--- src/rtl/axis_pkt_framer.sv ---
// AXI-Stream packet framer: generates tlast every cfg_pkt_len beats or on
// early end-of-data, with a registered two-entry output buffer and stats.
module axis_pkt_framer #(
  parameter int DATA_WIDTH = 32,
  parameter int LEN_WIDTH  = 8,
  parameter int CNT_WIDTH  = 16
) (
  input  logic                  aclk,
  input  logic                  areset_n,
  input  logic [LEN_WIDTH-1:0]  cfg_pkt_len,
  input  logic [DATA_WIDTH-1:0] s_tdata,
  input  logic                  s_tvalid,
  output logic                  s_tready,
  input  logic                  s_tlast,
  output logic [DATA_WIDTH-1:0] m_tdata,
  output logic                  m_tvalid,
  input  logic                  m_tready,
  output logic                  m_tlast,
  output logic [CNT_WIDTH-1:0]  pkt_count,
  output logic [CNT_WIDTH-1:0]  short_count
);

  typedef enum logic {
    IDLE,
    IN_PKT
  } state_t;

  state_t                r_state;
  logic [LEN_WIDTH-1:0]  r_len;
  logic [LEN_WIDTH-1:0]  r_beat_cnt;

  logic                  r_s_tready;

  logic                  r_out_valid;
  logic [DATA_WIDTH-1:0] r_out_data;
  logic                  r_out_last;
  logic                  r_out_short;

  logic                  r_skid_valid;
  logic [DATA_WIDTH-1:0] r_skid_data;
  logic                  r_skid_last;
  logic                  r_skid_short;

  logic [CNT_WIDTH-1:0]  r_pkt_cnt;
  logic [CNT_WIDTH-1:0]  r_short_cnt;

  logic                  w_acc;
  logic                  w_drain;
  logic [LEN_WIDTH-1:0]  w_cfg_len;
  logic [LEN_WIDTH-1:0]  w_cnt_inc;
  logic                  w_reached;
  logic                  w_last;
  logic                  w_short;
  logic                  w_skid_nxt;

  assign w_acc     = s_tvalid & r_s_tready;
  assign w_drain   = r_out_valid & m_tready;
  assign w_cfg_len = (cfg_pkt_len == '0) ? LEN_WIDTH'(1) : cfg_pkt_len;
  assign w_cnt_inc = r_beat_cnt + LEN_WIDTH'(1);

  // In IN_PKT beat_cnt < len_q, so the increment cannot overflow.
  assign w_reached = (r_state == IDLE) ? (w_cfg_len == LEN_WIDTH'(1))
                                       : (w_cnt_inc == r_len);
  assign w_last    = w_reached | s_tlast;
  assign w_short   = s_tlast & ~w_reached;

  always_comb begin
    w_skid_nxt = r_skid_valid;
    if (w_drain) begin
      w_skid_nxt = 1'b0;
    end else if (w_acc && r_out_valid) begin
      w_skid_nxt = 1'b1;
    end
  end

  always_ff @(posedge aclk) begin
    if (!areset_n) begin
      r_state    <= IDLE;
      r_len      <= '0;
      r_beat_cnt <= '0;
    end else if (w_acc) begin
      unique case (r_state)
        IDLE: begin
          r_len      <= w_cfg_len;
          r_beat_cnt <= LEN_WIDTH'(1);
          r_state    <= w_last ? IDLE : IN_PKT;
        end
        IN_PKT: begin
          if (w_last) begin
            r_state    <= IDLE;
            r_beat_cnt <= '0;
          end else begin
            r_beat_cnt <= w_cnt_inc;
          end
        end
        default: r_state <= IDLE;
      endcase
    end
  end

  always_ff @(posedge aclk) begin
    if (!areset_n) begin
      r_s_tready   <= 1'b0;
      r_out_valid  <= 1'b0;
      r_out_data   <= '0;
      r_out_last   <= 1'b0;
      r_out_short  <= 1'b0;
      r_skid_valid <= 1'b0;
      r_skid_data  <= '0;
      r_skid_last  <= 1'b0;
      r_skid_short <= 1'b0;
    end else begin
      r_s_tready   <= ~w_skid_nxt;
      r_skid_valid <= w_skid_nxt;
      if (w_drain) begin
        if (r_skid_valid) begin
          r_out_data  <= r_skid_data;
          r_out_last  <= r_skid_last;
          r_out_short <= r_skid_short;
        end else if (w_acc) begin
          r_out_data  <= s_tdata;
          r_out_last  <= w_last;
          r_out_short <= w_short;
        end else begin
          r_out_valid <= 1'b0;
          r_out_last  <= 1'b0;
        end
      end else if (w_acc) begin
        if (!r_out_valid) begin
          r_out_valid <= 1'b1;
          r_out_data  <= s_tdata;
          r_out_last  <= w_last;
          r_out_short <= w_short;
        end else begin
          r_skid_data  <= s_tdata;
          r_skid_last  <= w_last;
          r_skid_short <= w_short;
        end
      end
    end
  end

  always_ff @(posedge aclk) begin
    if (!areset_n) begin
      r_pkt_cnt   <= '0;
      r_short_cnt <= '0;
    end else if (w_drain && r_out_last) begin
      r_pkt_cnt <= r_pkt_cnt + CNT_WIDTH'(1);
      if (r_out_short) begin
        r_short_cnt <= r_short_cnt + CNT_WIDTH'(1);
      end
    end
  end

  assign s_tready    = r_s_tready;
  assign m_tdata     = r_out_data;
  assign m_tvalid    = r_out_valid;
  assign m_tlast     = r_out_last;
  assign pkt_count   = r_pkt_cnt;
  assign short_count = r_short_cnt;

endmodule

--- config.mk ---
export PLATFORM = sky130hd
export DESIGN_NAME = axis_pkt_framer
export DESIGN_NICKNAME = d
export VERILOG_FILES = /design/src/rtl/axis_pkt_framer.sv
export SDC_FILE = /design/constraint.sdc
export NUM_CORES = 1
export LEC_CHECK = 0
export BUFFER_PORTS_ARGS = -buffer_cell sky130_fd_sc_hd__buf_2
export CORE_MARGIN = 10
export CORE_UTILIZATION = 44
export CTS_CLUSTER_DIAMETER = 100
export CTS_CLUSTER_SIZE = 16
export DETAILED_ROUTE_END_ITERATION = 6
export PLACE_DENSITY = 0.77
export SYNTH_ARGS = -nofsm -noshare
export SYNTH_HDL_FRONTEND = slang
export SYNTH_SLANG_ARGS = --single-unit
--- constraint.sdc ---
create_clock -name aclk -period 2.4 [get_ports aclk]
set_input_delay 0.12 -clock aclk [delete_from_list [all_inputs] [get_ports aclk]]
set_output_delay 0.12 -clock aclk [all_outputs]
set_load 0.05 [all_outputs]
==> summary.md, run 1 <==
| Metric | Value |
|---|---|
| Reg clk slew, reported paths | roughly 0.05 ns |
| I/O Buffers | between 100 and 150 |
| Vias | approximately 4700 |
| Slew headroom | roughly 62% |
| Leakage | ~3.5 nW |
| CTS Sinks | 120 |
| Via density per instance | 5.29 |
| Critical path's slowest cell | dfxtp_1 |
| Ant diodes | 0 |
| Postcts setup bufs | 0 |
| Remaining antenna violation count | 0 |
| Met3 usage | 5.76% |
| Switching part of the total power | a little under a quarter |
| Row cnt | 40 |
| Die Width | roughly 130 um |
| WS Path Type | reg -> reg |
| Synth warn | 0 |
| CP Max Fanout | 11 |
| RSZ-0062 raised after global routing | false |
| Root Driver | clkbuf_16 |
| Post-Synthesis Mean Instance Area | around 9.1 um2 |
| Maximum buffer depth of the clock tree | 2 |
| Die height | between 100 and 150 um |
| Area growth syn-to-layout | 31.1% |
| Synth Instances | roughly 590 |
| Routed WL per cell | between 15 and 20 um |
| Initial antenna violation count | 0 |
| Post-route minimum period | 2.21 ns |
| Top FF cell, synth | dfxtp_1 |
| Pin count of the biggest net entering global routing | between 60 and 70 |
| Detail Placement HPWL | about 9000 um |
| Non-Filler Instances | slightly below 900 |
| Hold Fails Final Rpt | 0 |
| Sequential-to-total area share from yosys stat | between 40% and 50% |
| GRT busiest layer | met2 |
| Type of origin of the critical path | flip-flop |
| GRT Util Overall | 16.0% |
| Initial core utilization | between 40% and 50% |
| WP data required | about 2.8 ns |
| Combinational Power Share | 10.2% |
| Routed wire length | about 14000 um |
| Share of post-route cells with drive strength above 1 | between 20% and 30% |
| H-tree lvl count | 4 |
| Mapped Area | between 5000 and 6000 um2 |
| GRT Residual Overflow | 0 |
| Sw Pwr | 0.00123 W |
| Clock power share | between 40% and 50% |
| Max VDD drop | 0.000548 V |
| Final RePlAce weighted congestion | roughly 0.80 |
| Vias in the first global route | around 4700 |
| Outcome | finished clean |
| Core ar. | ~12000 um2 |
| First-pass GRT wire length | ~22000 um |
| Yosys reg bits | between 100 and 150 |
| R2R Setup Slk | roughly 0.19 ns |
| Reg power frac | slightly above 40% |
| Met1 Resource Use GR | between 10% and 20% |
| Worst setup skew after layout | approximately 0.012 ns |
| Internal | ~0.0039 W |
| Nets | 779 |
| CP Cell Sequence | ha_1, nand3_1, or3_1, a21oi_1, nand4_1, buf_4, or2b_1, o221a_2 |
| DP Cell Count | ~820 |
| Distinct cells, synth | 41 |
| Top Ports | roughly 110 |
| Critical path's largest stage delay | a little over 0.4 ns |
| GRT met2 Usage | a little over a quarter |
| TritonCTS clock tree | yes |
| Number of CTS-inserted buffers | 17 |
| EDFF count, synth | 0 |
| Setup TNS | 0 ns |
| Die Area | around 17000 um2 |
| Initial DRC Count | slightly above 300 |
| Post-synth net total | around 640 |
| Power Density | around 730 nW/um2 |
| Crit. End Element | flip-flop |
| Final Max Slew Viols | 0 |
| Fin crit share | just over 90% |
| Drc violations | 0 |
| Maximum clock frequency | approximately 450 MHz |
| Worst-Margin Slew | 0.575 ns |
| Total of max-cap violations | 0 |
| CP arrival | approximately 2.6 ns |
| Drt pass-1 iters | 4 |
| Worst-Skew Late Latency | around 0.42 ns |
| Min-Delay Path Class | in -> reg |
| Final setup fails | 0 |
| Ys async rst share | 0% |
[registers in the layout (all words and copies together), names as in the netlist, 8 cells and up]
signal / cells
short_count: 16
r_beat_cnt: 8
r_skid_data: 32
r_len: 8
pkt_count: 16
m_tdata: 32
[final cells by class]
cell class,count,area [um2]
clock buffer,23,488
clock inverter,8,95.1
fill,1002,4950
inverter,3,11.3
multi-input combinational,426,2780
sequential,120,2400
tap,147,184
timing repair buffer,162,1050
[critical path: cells and delay by family, from the launching register on]
family / cells / cell delay, ns
and+or+nand+nor: 4 / 0.89
adders and majority gates: 1 / 0.31
AOI/OAI and AO/OA: 2 / 0.36
buffers and inverters: 1 / 0.20
DFF: 1 / 0.41
[Yosys cell counts, types with 4 or more instances]
cell	instances	share of area, %
nand2_1	123	8.6
dfxtp_1	120	45
a21boi_0	40	5.6
mux2i_1	40	7.5
o211a_1	33	6.2
clkbuf_1	29	2.0
and2_1	26	3.0
xnor2_1	26	4.3
nand3_1	19	1.8
nand4_1	17	2.0
o21ai_0	15	1.4
nor2b_1	13	1.5
and3_1	8	0.94
or3_1	8	0.94
xor2_1	8	1.3
buf_2	6	0.56
nor2_1	6	0.42
nor3_1	6	0.56
nand2b_1	5	0.58
o311ai_0	5	0.82
a21oi_1	4	0.37
ha_1	4	0.94
[metrics by stage]
step / hold WS, ns / total power (W) / util (%) / worst slack [ns] / area [um2]
2_1_floorplan: 0.265 / 0.00247 / - / 0.0598 / 5350
3_3_place_gp: 0.382 / 0.00260 / 50.4 / 0.329 / 6030
3_5_place_dp: 0.386 / 0.00261 / 50.4 / 0.204 / 6030
4_1_cts: 0.0180 / 0.00515 / 58.6 / 0.194 / 7010
5_1_grt: 0.0597 / 0.00530 / 58.6 / 0.00868 / 7010
6_report: 0.0330 / 0.00511 / 58.6 / 0.188 / 7010
[per-layer routing]
layer	share of wire, %	vias up
li1	-	2333
met1	43	2236
met2	50	114
met3	6.5	16
met4	1.0	0
met5	0	-
[layout by cell type, fill, tap and decap left out, types with 3 or more instances in the layout]
cell	count
o211a_1	33
nand3_1	18
xnor2_1	26
a31oi_1	3
nand2b_1	5
nor3_1	5
nand2_1	123
clkinv_2	4
and2_1	26
ha_1	4
mux2i_1	40
buf_2	111
buf_4	10
a21boi_0	40
dlygate4sd3_1	40
clkbuf_16	17
inv_1	3
o311ai_0	5
nor2_1	5
clkbuf_8	4
xor2_1	8
and3_1	8
a21oi_1	4
nand4_1	17
dfxtp_1	119
o21ai_0	15
or3_1	8
nor2b_1	13
[cells by family (layout without fill, tap and decap cells)]
group           after synthesis  in the layout  share of synthesized area [%]
simple gates                242            242                           22.0
flops                       120            120                           44.9
compound gates              106            106                           15.7
buf+inv                      43            196                           3.37
mux                          40             40                           7.49
xor+xnor                     34             34                           5.57
fa+ha+maj                     4              4                          0.936
[timing repair]
action	4_1_cts	5_1_grt
hold buffers	40	0
endpoints found under the hold margin	40	0
gates resized for setup	0	0
[worst paths after layout]
check,startpoint,endpoint,cells past startpoint
max reg2reg,r_beat_cnt[0],r_skid_last,8
max,r_beat_cnt[0],r_skid_last,8
min reg2reg,r_skid_data[4],r_skid_data[4],2
min,s_tlast,r_skid_short,3
[power by group through the flow]
stage / sequential (W) / clock [W] / combinational (W)
after detailed placement: 0.00214 / 0 / 0.000469
final: 0.00210 / 0.00248 / 0.000520
after global routing: 0.00211 / 0.00263 / 0.000561
after floorplan: 0.00227 / 0 / 0.000197
after global placement: 0.00214 / 0 / 0.000460
after CTS: 0.00210 / 0.00253 / 0.000521
Note: power is estimated with default switching activity, not from simulation.
==> run 2: changes to the inputs <==
Settings changed: CORE_MARGIN 10 to 2.
==> run 2 against run 1 <==
Compared with the run above: routed wire length is 4.7% lower; first-iteration DRC count is 24% lower; critical path depth is 1 lower; hold slack worse by 0.0038 ns; flip-flop and latch count stayed put; register-to-register slack worse by 0.04 ns; critical path type unchanged; cell count is 0.34% lower; critical endpoint unchanged; highest routed layer unchanged; largest cell class unchanged; sequential share of layout area is 0.14 points higher; final area is 0.39% lower.
==> summary.md, run 2 (synthesis results as in run 1) <==
| Metric | Value |
|---|---|
| Min-delay src | s_tlast |
| Slew headroom | 61.5% (-0.15 points) |
| Leakage | 3.44 nW (-0.35%) |
| Fin crit share | 93.9% (+1.7 points) |
| CTS Sinks | 120 (unchanged) |
| Hold Fails Final Rpt | 0 (unchanged) |
| Critical path's slowest cell | dfxtp_1 |
| Maximum buffer depth of the clock tree | 2 (unchanged) |
| GRT Residual Overflow | 0 (unchanged) |
| Most common cell after layout, fill and taps aside | nand2_1 |
| CP Cell Sequence | nand4_1, or3_1, and3_1, nand4_1, buf_4, or2b_1, o221a_2 |
| Die height | 114 um (-12%) |
| Max VDD drop | 0.000677 V (+23%) |
| Initial core utilization | 44.7% (unchanged) |
| Drt pass-1 iters | 4 (unchanged) |
| Die Area | 13100 um2 (-23%) |
| Reg clk slew, reported paths | 0.05 ns (about the same) |
| Min-Delay Path Class | in -> reg |
| Drc violations | 0 (unchanged) |
| Maximum clock frequency | 444 MHz (-1.8%) |
| Number of CTS-inserted buffers | 17 (unchanged) |
| WP data required | 2.69 ns (-0.07 ns) |
| Post-route minimum period | 2.25 ns (+0.0411 ns) |
| Area growth syn-to-layout | 30.6% |
| CP most frequent cell | nand4_1 |
| Most frequent cells in the layout | nand2_1 (123), dfxtp_1 (119), buf_2 (111) |
| H-tree lvl count | 4 (unchanged) |
| Vias | 4664 (-0.74%) |
| Via density per instance | 5.26 (-0.41%) |
| R2R Setup Slk | 0.15 ns (-0.04 ns) |
| Power Density | 731 nW/um2 (+0.33%) |
| Remaining antenna violation count | 0 (unchanged) |
| Total of max-cap violations | 0 (unchanged) |
| Root Driver | clkbuf_16 |
| First-pass GRT wire length | 21500 um (-2.7%) |
| Postcts setup bufs | 0 (unchanged) |
| Worst-Skew Late Latency | 0.41 ns (about the same) |
| Share of post-route cells with drive strength above 1 | 21.7% (+0.22 points) |
| Final Max Slew Viols | 0 (unchanged) |
| Pin count of the biggest net entering global routing | 117 (+75%) |
| Reg2Reg Depth | 7 (-1) |
| GRT Util Overall | 20.6% (+4.6 points) |
| Worst setup skew after layout | 0.0122 ns (+0.000110 ns) |
| Hold EP | r_skid_short |
| Routed wire length | 12900 um (-4.7%) |
| RR Endpoint | r_skid_last |
| Routed WL per cell | 14.5 um (-4.4%) |
| CP Max Fanout | 11 (unchanged) |
| Crit. End Element | flip-flop |
| Final setup fails | 0 (unchanged) |
| Final RePlAce weighted congestion | 0.841 (+4.6%) |
| Setup TNS | 0 ns (unchanged) |
| R2r startpoint | r_beat_cnt[3] |
| Type of origin of the critical path | flip-flop |
| Top Ports | 112 (unchanged) |
| Die Width | 114 um (-12%) |
| I/O Buffers | 111 (unchanged) |
| TritonCTS clock tree | yes |
| Detail Placement HPWL | 8140 um (-8.7%) |
| WS Path Type | reg -> reg |
| Critical path's largest stage delay | 0.50 ns (+0.09 ns) |
| Nets | 776 (-0.39%) |
| Outcome | finished clean |
| Hold depth | 3 (unchanged) |
| Row cnt | 40 (unchanged) |
| Ant diodes | 0 (unchanged) |
| Initial DRC Count | 236 (-24%) |
| CP arrival | 2.54 ns (-0.03 ns) |
| Vias in the first global route | 4550 (-2.2%) |
| Tot Pwr | 0.00510 W (about the same) |
| Core ar. | 12000 um2 (unchanged) |
| Worst-Margin Slew | 0.577 ns (+0.00229 ns) |
| Initial antenna violation count | 0 (unchanged) |
| RSZ-0062 raised after global routing | false |
[run 2: cell count changes in the layout (fill, tap and decap cells not counted)]
cell / previous run / this run
o311ai_0: 5 / 4
ha_2: 0 / 1
o311ai_1: 0 / 1
dlygate4sd3_1: 40 / 37
ha_1: 4 / 3
[run 2: area by class of cell]
class,count,area [um2]
Tap cell,147,184
Clock buffer,23,488
Inverter,3,11.3
Sequential cell,120,2400
Clock inverter,8,95.1
Timing Repair Buffer,159,1020
Multi-Input combinational cell,426,2780
Fill cell,1017,4980
[run 2: worst max-delay path, delay by kind of cell (launching register included)]
| family | cells | cell delay [ns] |
|---|---|---|
| simple gates | 5 | 1.20 |
| flops | 1 | 0.50 |
| compound gates | 1 | 0.25 |
| buf+inv | 1 | 0.18 |
[run 2: per-stage QoR]
step	hold WS [ns]	setup WS [ns]	instance area (um2)	std cells	util (%)
5_1_grt	0.0354	0.0167	6980	886	58.4
2_1_floorplan	0.265	0.0598	5350	589	-
6_report	0.0292	0.147	6980	886	58.4
3_3_place_gp	0.382	0.306	6030	818	50.4
3_5_place_dp	0.393	0.211	6030	818	50.4
4_1_cts	0.00295	0.141	6980	886	58.4
[run 2: timing repair]
action,in CTS,in global routing
hold endpoints to repair,37,0
resized for setup,0,2
setup endpoints to repair,0,2
hold buffers,37,0
[run 2: how the worst max path moves through the flow]
stage	startpoint	to	slack, ns
2_1_floorplan	m_tvalid	m_tdata[15]	0.06
3_3_place_gp	r_beat_cnt[0]	r_skid_last	0.31
3_5_place_dp	r_beat_cnt[0]	r_skid_last	0.21
4_1_cts	r_beat_cnt[3]	r_beat_cnt[7]	0.14
5_1_grt	r_beat_cnt[3]	r_beat_cnt[5]	0.02
6_report	r_beat_cnt[3]	r_skid_last	0.15
[run 2: report_power, final]
part	leakage (nW)	internal, W	switching, W
Clock	0.285	0.00162	0.000858
Sequential	0.972	0.00206	0.0000465
Combinational	2.19	0.000197	0.000319
Total	3.44	0.00388	0.00122
[run 2: per-layer routing]
metal	global-route usage, %	wire (um)	up-vias
met5	0	0	-
met2	35.0	6550	118
met1	24.3	5570	2195
met4	8.37	223	0
met3	6.14	535	26
li1	-	-	2325
